**config.mk**
```make
export PLATFORM = sky130hd
export DESIGN_NAME = mul_sched_flat
export DESIGN_NICKNAME = d
export VERILOG_FILES = /design/src/rtl/mul_pkg.sv /design/src/rtl/mul_sched_if.sv /design/src/rtl/mul_sched_rr_arb2.sv /design/src/rtl/mul_sched.sv /design/src/flat_wrapper.sv
export SDC_FILE = /design/constraint.sdc
export NUM_CORES = 1
export LEC_CHECK = 0
export CAP_MARGIN = 40
export CORE_UTILIZATION = 40
export CTS_BUF_LIST = sky130_fd_sc_hd__clkbuf_16
export CTS_CLUSTER_SIZE = 28
export DETAILED_ROUTE_END_ITERATION = 10
export GPL_TIMING_DRIVEN = 0
export PLACE_DENSITY = 0.71
export SLEW_MARGIN = 20
export SYNTH_ARGS = -nofsm -noshare
export SYNTH_HDL_FRONTEND = slang
export SYNTH_HIERARCHICAL = 1
export SYNTH_SLANG_ARGS = --single-unit
export TNS_END_PERCENT = 100
```
**constraint.sdc**
```tcl
create_clock -name clk -period 2 [get_ports clk]
set_input_delay 0.3 -clock clk [delete_from_list [all_inputs] [get_ports clk]]
set_output_delay 0.3 -clock clk [all_outputs]
set_load 0.02 [all_outputs]
```
**src/rtl/mul_pkg.sv**
```systemverilog
// Shared types and default constants for the shift-add multiply scheduler.
package mul_pkg;

   localparam int         DEF_WIDTH  = 32;
   localparam logic [5:0] DEF_ADD_OP = 6'd27;
   localparam logic [5:0] DEF_NOP_OP = 6'd0;

   typedef enum logic [2:0] {
      IDLE  = 3'd0,
      LOAD  = 3'd1,
      TEST  = 3'd2,
      SHIFT = 3'd3,
      DONE  = 3'd4
   } state_t;

endpackage

```
**src/rtl/mul_sched_if.sv**
```systemverilog
// Requester/datapath bundle of the multiply scheduler.
// Optional abort/aborted pair is present only with MUL_SCHED_ABORT_EN defined.
interface mul_sched_if;

   logic [1:0] req;
   logic       lsb;
   logic [1:0] gnt;
   logic       sel;
   logic       wrctrl;
   logic       strctrl;
   logic       shctrl;
   logic [5:0] addctrl;
   logic       busy;
   logic       done;
   logic       done_id;
`ifdef MUL_SCHED_ABORT_EN
   logic       abort;
   logic       aborted;
`endif

   // master: the scheduler itself; slave: requesters and datapath
   modport master (
      input  req, lsb,
`ifdef MUL_SCHED_ABORT_EN
      input  abort,
      output aborted,
`endif
      output gnt, sel, wrctrl, strctrl, shctrl, addctrl, busy, done, done_id
   );

   modport slave (
      output req, lsb,
`ifdef MUL_SCHED_ABORT_EN
      output abort,
      input  aborted,
`endif
      input  gnt, sel, wrctrl, strctrl, shctrl, addctrl, busy, done, done_id
   );

endinterface

```
**src/rtl/mul_sched_rr_arb2.sv**
```systemverilog
// Two-way round-robin arbiter: on a tie the requester not served last wins.
module rr_arb2 (
   input  logic [1:0] req,
   input  logic       last,
   output logic       winner,
   output logic       valid
);

   always_comb begin
      valid  = |req;
      winner = (req == 2'b11) ? ~last : req[1];
   end

endmodule

```
**src/rtl/mul_sched.sv**
```systemverilog
// Shift-add multiply control FSM with two-requester round-robin ownership.
// Define MUL_SCHED_ABORT_EN to add the abort input and aborted pulse.
module mul_sched
   import mul_pkg::*;
#(
   parameter int         WIDTH  = DEF_WIDTH,
   parameter logic [5:0] ADD_OP = DEF_ADD_OP,
   parameter logic [5:0] NOP_OP = DEF_NOP_OP
) (
   input logic       clk,
   input logic       reset,
   mul_sched_if.master bus
);

   localparam int CNT_W = $clog2(WIDTH) + 1;

   state_t           state, state_nx;
   logic [CNT_W-1:0] cnt;
   logic             owner;
   logic             last;
   logic             arb_winner;
   logic             arb_valid;
   logic             abort_hit;

   rr_arb2 u_arb (
      .req    (bus.req),
      .last   (last),
      .winner (arb_winner),
      .valid  (arb_valid)
   );

`ifdef MUL_SCHED_ABORT_EN
   logic aborted_q;

   always_comb begin
      abort_hit = bus.abort && (state == LOAD || state == TEST || state == SHIFT);
   end

   always_ff @(posedge clk) begin
      if (reset) aborted_q <= 1'b0;
      else       aborted_q <= abort_hit;
   end

   assign bus.aborted = aborted_q;
`else
   assign abort_hit = 1'b0;
`endif

   always_ff @(posedge clk) begin
      if (reset) state <= IDLE;
      else       state <= state_nx;
   end

   // Operation context: owner, last-served and iteration counter
   always_ff @(posedge clk) begin
      if (reset) begin
         cnt   <= '0;
         owner <= 1'b0;
         last  <= 1'b1;
      end else begin
         case (state)
            IDLE:    if (arb_valid) owner <= arb_winner;
            LOAD:    cnt <= '0;
            SHIFT:   cnt <= cnt + 1'b1;
            DONE:    last <= owner;
            default: ;
         endcase
         if (abort_hit) last <= owner;
      end
   end

   always_comb begin
      state_nx = state;
      case (state)
         IDLE:    if (arb_valid) state_nx = LOAD;
         LOAD:    state_nx = TEST;
         TEST:    state_nx = SHIFT;
         SHIFT:   state_nx = (cnt == CNT_W'(WIDTH - 1)) ? DONE : TEST;
         DONE:    state_nx = IDLE;
         default: state_nx = IDLE;
      endcase
      if (abort_hit) state_nx = IDLE;
   end

   // addctrl is the only output that also looks at an input (lsb)
   always_comb begin
      bus.gnt     = 2'b00;
      bus.sel     = owner;
      bus.wrctrl  = 1'b0;
      bus.strctrl = 1'b0;
      bus.shctrl  = 1'b0;
      bus.addctrl = NOP_OP;
      bus.busy    = (state != IDLE);
      bus.done    = 1'b0;
      bus.done_id = 1'b0;
      case (state)
         LOAD: begin
            bus.wrctrl = 1'b1;
            bus.gnt    = owner ? 2'b10 : 2'b01;
         end
         TEST: begin
            bus.strctrl = 1'b1;
            bus.addctrl = bus.lsb ? ADD_OP : NOP_OP;
         end
         SHIFT: bus.shctrl = 1'b1;
         DONE: begin
            bus.done    = 1'b1;
            bus.done_id = owner;
         end
         default: ;
      endcase
   end

endmodule

```
**src/flat_wrapper.sv**
```systemverilog
// flat-port wrapper written by rule: the top's interface ports become plain ports
module mul_sched_flat import mul_pkg::*;
#(
   parameter int         WIDTH  = DEF_WIDTH,
   parameter logic [5:0] ADD_OP = DEF_ADD_OP,
   parameter logic [5:0] NOP_OP = DEF_NOP_OP
)
  (clk, reset, bus_req, bus_lsb, bus_gnt, bus_sel, bus_wrctrl, bus_strctrl, bus_shctrl, bus_addctrl, bus_busy, bus_done, bus_done_id);
  mul_sched_if bus_i ();
  input logic clk;
  input logic reset;
  input wire logic [$bits(bus_i.req)-1:0] bus_req;
  input wire logic [$bits(bus_i.lsb)-1:0] bus_lsb;
  output wire logic [$bits(bus_i.gnt)-1:0] bus_gnt;
  output wire logic [$bits(bus_i.sel)-1:0] bus_sel;
  output wire logic [$bits(bus_i.wrctrl)-1:0] bus_wrctrl;
  output wire logic [$bits(bus_i.strctrl)-1:0] bus_strctrl;
  output wire logic [$bits(bus_i.shctrl)-1:0] bus_shctrl;
  output wire logic [$bits(bus_i.addctrl)-1:0] bus_addctrl;
  output wire logic [$bits(bus_i.busy)-1:0] bus_busy;
  output wire logic [$bits(bus_i.done)-1:0] bus_done;
  output wire logic [$bits(bus_i.done_id)-1:0] bus_done_id;
  assign bus_i.req = bus_req;
  assign bus_i.lsb = bus_lsb;
  assign bus_gnt = bus_i.gnt;
  assign bus_sel = bus_i.sel;
  assign bus_wrctrl = bus_i.wrctrl;
  assign bus_strctrl = bus_i.strctrl;
  assign bus_shctrl = bus_i.shctrl;
  assign bus_addctrl = bus_i.addctrl;
  assign bus_busy = bus_i.busy;
  assign bus_done = bus_i.done;
  assign bus_done_id = bus_i.done_id;
  mul_sched #(.WIDTH(WIDTH), .ADD_OP(ADD_OP), .NOP_OP(NOP_OP)) u_core (.clk(clk), .reset(reset), .bus(bus_i));
endmodule
```
==> results.tsv, run 1 <==
metric	value	unit
status	completed	
GR Util All Layers	17.82	%
critical path data required time	1700	ps
Unique masters post-synth	35	
initial antenna violation count	0	
Critical Path Source Type	register	
Die H	41.75	µm
post-detail-place hpwl	935.2	µm
routability cong.	0.7089	
worst-path maximum fanout	9	
register area	221.5	µm²
Final Max Tran Viols	0	
clock-pin transition on the worst setup and hold timing paths	40	ps
ys async rst share	0	%
period utilization	95.41	%
f_max	524.0	MHz
#FFs+latches synth	11	
final worst slack	91.71	ps
Fillers	122	
worst path arrival time	1610	ps
Main synth FF type	dfxtp_1	
Clock Path Buffers	2	
H-tree depth	1	
die width	41.75	µm
drc violations	0	
largest net degree at the start of global routing	11	
vias in the first global route	522	
setup TNS	0	ps
First-pass DRT Iterations	4	
FF-to-FF path depth	4	
I/O pins	20	
CTS tree	yes	
mapped cell area	631.9	µm²
first-pass GRT wire length	2346	µm
routed len/inst	12.52	µm
layout cells sized above 1	20.83	%
num rows	13	
IO buf count	17	
syn avg cell area	8.539	µm²
Detail Route Antenna Nets	0	
post-route cell area	898.4	µm²
drt first-iter violations	35	
CTS Buf Count	3	
core box area	0.001383	mm²
clock root buffer	clkbuf_16	
n_diodes	0	
cells after synthesis	74	
hold-critical path depth	1	
Final Hold Viols	0	
synth-to-layout area growth	42.18	%
max-cap viol count	0	
Hold Buf Count CTS	0	
Yosys warning count	6	
worst-skew pair later-pin latency	240	ps
Worst setup EP type	output port	
min Tclk post-route	1908	ps
Post-Route WL	1390	µm
Vias	598	
starting density of the core	45.70	%
leak pwr	0.4144	nW
Via density	5.387	
die area	0.001743	mm²
Min-Delay Path Class	register to register	
number of synthesized flops with an enable pin	0	
PwrDens	789.4	mW/mm²
multi-input logic area	340.3	µm²
total global routing overflow	0	
# clock sinks	11	
pre-CTS setup slack	64.61	ps
RSZ-0062 raised after global routing	no	
final setup violation count	0	
fin nets	103	
CP Class	register to output port	
clock skew	3.906	ps
Cell Area, Placed	824.5	µm²
post-synthesis sequential area ratio	34.85	%
maximum vdd drop	0.0004404	V
-- kinds of logic after synthesis --
group	share of synthesized area, %
and+or+nand+nor	35.25
DFF	34.85
buffers and inverters	12.67
other	0.5935
muxes	3.168
AOI/OAI and AO/OA	11.49
adders and majority gates	1.980
-- state kept, by name (all words and copies together), names as in the netlist --
| register | count |
|---|---|
| u_core/last | 1 |
| u_core/bus.sel | 1 |
| u_core/cnt | 6 |
| u_core/state | 3 |
-- metal layers --
layer,share of wire [%],GRT usage [%],vias up
met5,0,0,-
met2,47,26.25,20
met1,44,22.07,274
met4,2.7,11.61,0
met3,5.9,5.652,5
li1,-,-,299
-- Yosys cell counts, drive strengths merged, types with 2 or more instances --
cell | number | area [µm²]
dfxtp | 11 | 220.2
buf | 9 | 72.56
nand2 | 7 | 26.28
nor2 | 5 | 18.77
nand3 | 4 | 20.02
a21oi | 3 | 15.01
nor4 | 3 | 18.77
and2 | 2 | 12.51
inv | 2 | 7.510
mux2i | 2 | 20.02
nand2b | 2 | 12.51
nand3b | 2 | 27.53
nor3 | 2 | 10.01
o21ai | 2 | 10.01
or4 | 2 | 16.27
-- layout make-up --
class / count / area share (%)
multi-input cells: 53 / 37.88
flip-flops and latches: 11 / 24.65
repair buffers: 17 / 17.69
clock buffers: 3 / 8.357
plain buffers: 9 / 8.078
well taps: 15 / 2.089
inverters: 2 / 0.8357
clock inverters: 1 / 0.4178
-- worst max-delay path, cell delays in order (launching register included) --
cell and delay, ps:
dfxtp_1 290, buf_4 160, nor2_2 170, nand2_1 100, inv_1 60, clkdlybuf4s50_1 590
-- cell usage in the layout, fill, tap and decap left out, types with 3 or more instances in the layout --
cell             synthesis  routed
nor2_1                   5       4
buf_4                    6       6
nor4_1                   3       3
dlygate4sd2_1            0       9
a21oi_1                  3       3
inv_1                    2       3
clkdlybuf4s50_1          0       8
nand3_1                  4       4
clkbuf_16                0       3
dfxtp_1                 11      10
nand2_1                  7       7
-- through the flow --
step	hold WS (ps)	utilization (%)	instances	power, W
global route	493.8	64.98	111	0.0007309
global placement	453.7	59.64	107	0.0003537
detailed placement	468.7	59.64	107	0.0003536
CTS	480.1	64.62	111	0.0007064
finish	490.7	64.98	111	0.0007092
floorplan	435.9	-	75	0.0003090
-- power breakdown --
part,total (W),internal [W],switching (W)
clock,0.000363,0.000263,0.000101
combinational,0.000112,0.0000525,0.0000599
sequential,0.000233,0.000226,0.00000704
total,0.000709,0.000541,0.000168
-- worst paths after layout --
kind,slack (ps),start,endpoint
setup / recovery,90,u_core/state[0],bus_done
hold / removal,490,u_core/last,u_core/last
setup reg to reg,490,u_core/cnt[0],u_core/cnt[4]
hold reg to reg,490,u_core/last,u_core/last
-- timing repair --
| action | CTS | global route |
|---|---|---|
| setup buffers | 0 | 0 |
| cloned | 0 | 0 |
| gates resized for setup | 10 | 2 |
| endpoints found under the setup margin | 9 | 4 |
(Power assumes the default switching activity.)
==> inputs of run 2 (changes only) <==
- CORE_UTILIZATION: 40 -> 30
- PLACE_DENSITY: 0.71 -> 0.56
==> run 2 against run 1 <==
  * Fmax is 0.40% higher
  * Hold slack worse by 24 ps
  * Via count is 5.5% lower
  * First-iteration DRC count is 63% lower
  * Core utilization is 18 points lower
  * Non-clock buffer count stayed put
  * Largest cell class unchanged
  * Flip-flop and latch count stayed put
  * Routed wire length is 2.6% higher
  * Count of clock-buffer cells in the layout stayed put
  * Largest power group unchanged
  * Register-to-register slack worse by 20 ps
  * Sequential power hardly changed
==> results.tsv, run 2 (synthesis gave the netlist of run 1 again) <==
metric	value	unit	change
post-detail-place hpwl	981.2	µm	was 935.2 µm
commonest non-fill, non-tap cell in the layout	dfxtp_1		unchanged
sequence of cells on the critical path	buf_4, nor2_1, nand2_1, inv_1, clkdlybuf4s50_1		was buf_4, nor2_2, nand2_1, inv_1, clkdlybuf4s50_1
# clock sinks	11		unchanged
post-CTS setup buffer count	0		unchanged
initial antenna violation count	0		unchanged
I/O pins	20		unchanged
status	completed		unchanged
PwrDens	768.7	mW/mm²	was 789.4 mW/mm²
fin nets	103		unchanged
leak pwr	0.4272	nW	was 0.4144 nW
H-tree depth	1		unchanged
routed len/inst	11.59	µm	was 12.52 µm
Die H	47.90	µm	was 41.75 µm
First-pass DRT Iterations	4		unchanged
largest registers	u_core/cnt (6), u_core/state (3)		unchanged
CP Class	register to output port		unchanged
CTS tree	yes		unchanged
n_diodes	0		unchanged
clock root buffer	clkbuf_16		unchanged
CTS Buf Count	3		unchanged
worst-skew pair later-pin latency	240	ps	about the same
vias in the first global route	447		was 522
GR Util All Layers	13.92	%	was 17.82%
final setup violation count	0		unchanged
setup TNS	0	ps	unchanged
synth-to-layout area growth	44.95	%	was 42.18%
Clock Path Buffers	2		unchanged
f_max	526.1	MHz	was 524.0 MHz
worst-path maximum fanout	9		unchanged
Via density	4.593		was 5.387
max-cap viol count	0		unchanged
max reg flops	6		unchanged
drt first-iter violations	13		was 35
final worst slack	99.22	ps	was 91.71 ps
die area	0.002294	mm²	was 0.001743 mm²
largest net degree at the start of global routing	11		unchanged
die width	47.90	µm	was 41.75 µm
dpl cells	119		was 107
IO buf count	17		unchanged
Final Max Tran Viols	0		unchanged
Vias	565		was 598
layout cells sized above 1	20.83	%	unchanged
starting density of the core	32.21	%	was 45.70%
maximum vdd drop	0.0005613	V	was 0.0004404 V
critical path data required time	1700	ps	about the same
RSZ-0062 raised after global routing	no		unchanged
clock skew	1.952	ps	was 3.906 ps
total global routing overflow	0		unchanged
core box area	0.001962	mm²	was 0.001383 mm²
Final Hold Viols	0		unchanged
slowest CP cell	clkdlybuf4s50_1		unchanged
period utilization	95.04	%	was 95.41%
Fillers	214		was 122
routability cong.	0.7477		was 0.7089
first-pass GRT wire length	2076	µm	was 2346 µm
clock-pin transition on the worst setup and hold timing paths	40	ps	about the same
num rows	16		was 13
Post-Route WL	1426	µm	was 1390 µm
FF-to-FF path depth	4		unchanged
Critical Path Source Type	register		unchanged
Min-Delay Path Class	register to register		unchanged
Detail Route Antenna Nets	0		unchanged
slowest cell delay on critical path	590	ps	about the same
worst path arrival time	1600	ps	was 1610 ps
min Tclk post-route	1901	ps	was 1908 ps
WHS	466.4	ps	was 490.7 ps
pre-CTS setup slack	64.42	ps	was 64.61 ps
Layout Cells excl Fill	123		was 111
Biggest register	u_core/cnt		unchanged
Worst setup EP type	output port		unchanged
most frequent cells in the layout	dfxtp_1 (10), clkdlybuf4s50_1 (8), dlygate4sd2_1 (7), buf_4 (7), nand2_1 (7)		was dfxtp_1 (10), dlygate4sd2_1 (9), clkdlybuf4s50_1 (8)
hold-critical path depth	1		unchanged
drc violations	0		unchanged
## run 2: changes by cell type in the layout (fill, tap and decap cells not counted), sizes merged
cell / previous run / this run
dlygate4sd2: 9 / 7
buf: 9 / 10
dlymetal6s2s: 0 / 1
## run 2: worst paths after layout
kind,from,endpoint,slack (ps)
setup / recovery,u_core/state[0],bus_done,100
hold / removal,u_core/last,u_core/last,470
setup reg to reg,u_core/cnt[0],u_core/cnt[4],470
hold reg to reg,u_core/last,u_core/last,470
## run 2: layout make-up
cell class	instances	area [µm²]	area share [%]
Tap cell	27	33.78	3.689
Clock inverter	1	3.754	0.4098
Multi-Input combinational cell	53	340.3	37.16
Inverter	2	7.507	0.8197
Timing Repair Buffer	17	161.4	17.62
Clock buffer	3	75.07	8.197
Buffer	9	72.57	7.924
Sequential cell	11	221.5	24.18
## run 2: per-stage QoR
step	utilization [%]	total power, W	area (µm²)
5_1_grt	46.68	0.0007303	915.9
4_1_cts	46.56	0.0007108	913.4
6_report	46.68	0.0007041	915.9
3_3_place_gp	42.79	0.0003550	839.6
3_5_place_dp	42.79	0.0003549	839.6
2_1_floorplan	-	0.0003090	635.6
## run 2: critical path, delay by kind of cell (launching register included)
family | cells | cell delay, ps
buffers and inverters | 3 | 800
flip-flops | 1 | 290
AND/OR/NAND/NOR | 2 | 270
## run 2: where the power goes
part           leakage [nW]  switching (W)  internal, W
clock network        0.0423      0.0000973     0.000262
registers            0.0896     0.00000655     0.000226
logic                 0.295      0.0000596    0.0000520
## run 2: what timing repair did
item                                    4_1_cts  5_1_grt
hold buffers                                  0        0
endpoints found under the setup margin        8        1
gates resized for setup                      10        1
## run 2: per-layer routing
metal,wire [µm],share of wire (%),vias up,global-route usage (%)
li1,-,-,301,-
met1,727,51,246,19.78
met2,596,42,14,15.95
met3,41,2.9,4,2.642
met4,61,4.3,0,15.00
met5,0,0,-,0
==> inputs of run 3 (changes only) <==
- SLEW_MARGIN: 20 -> default
==> results of run 3 <==
No change in the layout: final DEF, timing and power equal those of run 2.
==> patch 1 (config.mk and constraints of run 3) <==
Re-encode `state_t` (5 states) as one-hot, 5 bits wide.
--- a/src/rtl/mul_pkg.sv
+++ b/src/rtl/mul_pkg.sv
@@ -6,10 +6,10 @@
    localparam logic [5:0] DEF_NOP_OP = 6'd0;
 
-   typedef enum logic [2:0] {
-      IDLE  = 3'd0,
-      LOAD  = 3'd1,
-      TEST  = 3'd2,
-      SHIFT = 3'd3,
-      DONE  = 3'd4
+   typedef enum logic [4:0] {
+      IDLE  = 5'b00001,
+      LOAD  = 5'b00010,
+      TEST  = 5'b00100,
+      SHIFT = 5'b01000,
+      DONE  = 5'b10000
    } state_t;
 
Check against the original RTL: same outputs for any inputs over 10 cycles, from zero or initial values and one cycle with reset high; not proved beyond that.
==> patch 1 against run 3 <==
- clock skew up 0.0017 ns
- total power up 15%
- first-iteration DRC count up 23%
- sequential share of layout area about the same
- global-route usage up 2.8 points
- sequential power up 21%
- critical path type unchanged
- largest cell class unchanged
- area after synthesis up 21%
- worst setup slack worse by 0.086 ns
- sequential cell count up 2
- final area up 22%
- wire length up 36%
- via count up 33%
==> patch 1: results <==
{
  "outcome": "finished clean",
  "dp_slack_ns": -0.395,
  "yosys-top-cells-area": "dfxtp_1 34%, buf_4 4.9%, o211ai_1 3.9%",
  "whs_ns": 0.468,
  "grt_usage_pct": 16.7,
  "clkLatencyLatePin_ns": 0.25,
  "ir_drop_uv": 487,
  "yosysSeqAreaShare_pct": 33.9,
  "nets": 122,
  "numCtsBuffers": 3,
  "yosysWarnings": 6,
  "synth-main-ff-cell": "dfxtp_1",
  "max_freq_mhz": 503,
  "clock-root-buffer": "clkbuf_16",
  "critPathMaxFanout": 3,
  "n_antenna_cell": 0,
  "antenna_found_initial": 0,
  "wl_per_cell_um": 13.6,
  "hold_path_class": "reg2reg",
  "grt_pass1_wl_um": 3240,
  "avgSynthCellArea_sq_um": 8.62,
  "vias": 753,
  "drt-pass1-iter-count": 4,
  "synthTopCellsByCount": "13 x dfxtp_1, 5 x buf_4",
  "drive_gt1_share_pct": 33.0,
  "clkSlewWorstSetupHoldPaths_ns": 0.05,
  "power_leakage_nw": 0.475,
  "place_congestion": 0.776,
  "fin_skew_ns": 0.00362,
  "fill_cells": 229,
  "largest_registers": "u_core/cnt x6, u_core/state x5",
  "cts.htree.levels": 1,
  "fin_cells": 143,
  "async_flop_share_pct": 0,
  "grt_max_degree": 11,
  "cp.arrival_ns": 1.69,
  "synth.distinct_cells": 41,
  "initial_utilization_pct": 33.1,
  "io_buffers": 17,
  "dp_hpwl_um": 1240,
  "clk_path_buf_depth": 2,
  "grt_pass1_vias": 698,
  "drt_iter0_drc": 16,
  "r2r_slack_ns": 0.44
}
-- patch 1: final cells by class --
type	count	area, sq um	share of cell area, %
tap	28	35.0	3.14
multi-input combinational	64	473	42.3
clock buffer	3	75.1	6.72
inverter	5	18.8	1.68
timing repair buffer	22	193	17.2
buffer	7	48.8	4.37
clock inverter	1	3.75	0.336
sequential	13	270	24.2
-- patch 1: worst paths after layout --
kind / start / cells after the start / endpoint
max: u_core/state[4] / 5 / bus_gnt[1]
min: u_core/last / 1 / u_core/last
max reg2reg: u_core/state[0] / 3 / u_core/last
min reg2reg: u_core/last / 1 / u_core/last
-- patch 1: stage by stage --
stage	instance area [sq um]	total power [mW]	utilization, %	setup TNS (ns)
2_1_floorplan	782	0.367	-	0
3_3_place_gp	987	0.412	42.6	-2.61
3_5_place_dp	987	0.413	42.6	-2.69
4_1_cts	1120	0.814	48.5	-0.120
5_1_grt	1120	0.833	48.2	-0.117
6_report	1120	0.806	48.2	0
-- patch 1: repair_timing --
| item | 4_1_cts | 5_1_grt |
|---|---|---|
| setup buffers | 4 | 1 |
| endpoints found under the setup margin | 12 | 8 |
| resized for setup | 50 | 6 |
| pin swaps | 3 | 3 |
-- patch 1: critical path, stage by stage, from the launching register on --
cell and delay, ns:
dfxtp_4 0.33, or3_4 0.38, or3b_4 0.42, inv_2 0.07, and2_4 0.13, buf_6 0.11
-- patch 1: kinds of logic (layout without fill, tap and decap cells) --
group | count (synthesis) | count (layout) | synth area share (%)
AO/OA/AOI/OAI | 19 | 19 | 17.3
XOR/XNOR | 1 | 1 | 1.14
adder cells (fa/ha/maj) | 1 | 1 | 1.63
buffers and inverters | 13 | 38 | 8.97
flip-flops | 13 | 13 | 33.9
multiplexers | 2 | 2 | 2.61
other | 1 | 2 | 0.489
AND/OR/NAND/NOR | 39 | 39 | 33.9
-- patch 1: metal layers --
layer  wire, um  track usage (%)  up-vias
li1           -                -      376
met5          0                0        -
met2        834             24.1       23
met3         90             3.48        4
met1        978             21.5      350
met4         39             12.3        0
-- patch 1: power by group --
group	switching [mW]	internal (mW)	leakage, nW
sequential	0.0132	0.269	0.107
combinational	0.0757	0.0660	0.325
clock	0.118	0.264	0.0423
total	0.207	0.599	0.475
==> patch 2 (flow settings as in run 3) <==
Made on the original files. Change the package constant `DEF_WIDTH` from 32 to 16.
--- a/src/rtl/mul_pkg.sv
+++ b/src/rtl/mul_pkg.sv
@@ -2,5 +2,5 @@
 package mul_pkg;
 
-   localparam int         DEF_WIDTH  = 32;
+   localparam int         DEF_WIDTH  = 16;
    localparam logic [5:0] DEF_ADD_OP = 6'd27;
    localparam logic [5:0] DEF_NOP_OP = 6'd0;
Function: no difference found for any inputs over 10 cycles, from zero or initial values and one cycle with reset high; that may be too few to reach the edited logic, so the function may still have changed.
==> patch 2 against run 3 <==
- worst setup slack worse by 0.0084 ns
- wire length down 13%
- largest cell class unchanged
- sequential cell count fell by 1
- final area down 7.2%
- global-route usage is 0.43 points lower
- die area fell by 10%
- critical path type unchanged
- total power fell by 4.3%
- final cell count fell by 8.9%
- area after synthesis shrank 11%
==> patch 2: results <==
{
  "yosys-top-cells-area": "dfxtp_1 35%, buf_4 6.7%, ha_1 4.4%",
  "outcome": "finished clean",
  "yosysSeqAreaShare_pct": 35.5,
  "r2r.worst_path.cells": 5,
  "synth.distinct_cells": 31,
  "clock-root-buffer": "clkbuf_16",
  "fill_cells": 170,
  "synth-main-ff-cell": "dfxtp_1",
  "clkLatencyLatePin_ns": 0.24,
  "drt_iter0_drc": 3,
  "grt_pass1_vias": 452,
  "numCtsBuffers": 3,
  "vias": 503,
  "switching_power_uw": 154,
  "wl_um": 1240,
  "nets": 95,
  "power_leakage_nw": 0.426,
  "yosysWarnings": 6,
  "io_buffers": 16,
  "hp-start": "reset",
  "n_antenna_cell": 0,
  "hold_path_end": "u_core/bus.sel",
  "dp_hpwl_um": 842,
  "yosysTopAreaCellShare_pct": 35.5,
  "antenna_found_initial": 0,
  "fin_skew_ns": 0.00266,
  "hold_path_class": "in2reg",
  "post_cts_buffers": 0,
  "cp.arrival_ns": 1.61,
  "place_congestion": 0.682,
  "synth_edf_count": 0,
  "clk_path_buf_depth": 2,
  "cts.htree.levels": 1,
  "grt_pass1_wl_um": 1900,
  "die-area_sq_um": 2060,
  "grt_usage_pct": 13.5,
  "synthTopCellsByCount": "10 x dfxtp_1, 5 x buf_4, 5 x nor2_1",
  "dp_slack_ns": -0.0280,
  "critPathMaxFanout": 9,
  "largest_registers": "u_core/cnt x5, u_core/state x3",
  "drive_gt1_share_pct": 18.4,
  "rr_endpoint": "u_core/cnt[4]",
  "clkSlewWorstSetupHoldPaths_ns": 0.04,
  "r2r_start": "u_core/cnt[0]",
  "r2r_slack_ns": 0.39,
  "async_flop_share_pct": 0,
  "ir_drop_uv": 568,
  "drt-pass1-iter-count": 4,
  "grt_max_degree": 11,
  "min_path_cells": 2
}
patch 2: worst max-delay path by stage:
stage | start | to | slack (ns) | depth (start not counted)
floorplan | u_core/state[1] | bus_addctrl[1] | 0.04 | 4
global placement | u_core/state[1] | bus_addctrl[4] | -0.02 | 5
detailed placement | u_core/state[1] | bus_addctrl[3] | -0.03 | 5
CTS | u_core/state[0] | bus_gnt[0] | 0.005 | 5
global route | u_core/state[0] | bus_done | 0.009 | 5
finish | u_core/state[0] | bus_done | 0.09 | 5
patch 2: worst max-delay path: stages (launching register included):
cell and delay [ns]:
dfxtp_1 0.28, buf_2 0.18, nor2_1 0.15, nand2_1 0.10
inv_2 0.06, clkdlybuf4s50_1 0.59
patch 2: layout make-up:
type,instances,share of cell area [%]
Multi-Input combinational cell,44,33.9
Sequential cell,10,23.6
Timing Repair Buffer,16,19.3
Buffer,10,8.98
Clock buffer,3,8.84
Tap cell,25,3.68
Inverter,3,1.33
Clock inverter,1,0.442
patch 2: routing by layer:
layer / vias up / wire (um) / global-route usage [%]
met5: - / 0 / 0
met4: 0 / 0 / 3.64
met3: 0 / 73 / 5.95
met2: 14 / 604 / 22.3
met1: 233 / 561 / 15.8
li1: 256 / - / -
patch 2: repair_timing:
| item | 4_1_cts | 5_1_grt |
|---|---|---|
| gates resized for setup | 9 | 6 |
| pin swaps | 0 | 0 |
| hold buffers | 0 | 0 |
| endpoints found under the setup margin | 6 | 6 |
patch 2: through the flow:
step / cells / util, % / TNS, ns / hold WS [ns] / cell area (sq um)
final: 112 / 48.7 / 0 / 0.455 / 850
after global routing: 112 / 48.7 / 0 / 0.478 / 850
after floorplan: 67 / - / 0 / 0.432 / 568
after CTS: 112 / 47.7 / 0 / 0.460 / 832
after detailed placement: 108 / 43.5 / -0.0773 / 0.455 / 759
after global placement: 108 / 43.5 / -0.0477 / 0.444 / 759
patch 2: cell families after synthesis:
kind of cell               Yosys count  synth area share [%]
other                                1                 0.665
buffers and inverters               13                  15.1
and+or+nand+nor                     31                  33.3
adders and majority gates            2                  4.43
AOI/OAI and AO/OA                    7                  7.54
muxes                                2                  3.55
DFF                                 10                  35.5
patch 2: power groups by stage:
stage | clock (mW) | sequential [mW] | combinational [mW]
5_1_grt | 0.373 | 0.211 | 0.117
3_5_place_dp | 0 | 0.213 | 0.111
4_1_cts | 0.361 | 0.210 | 0.109
6_report | 0.356 | 0.210 | 0.109
3_3_place_gp | 0 | 0.213 | 0.110
2_1_floorplan | 0 | 0.214 | 0.0684
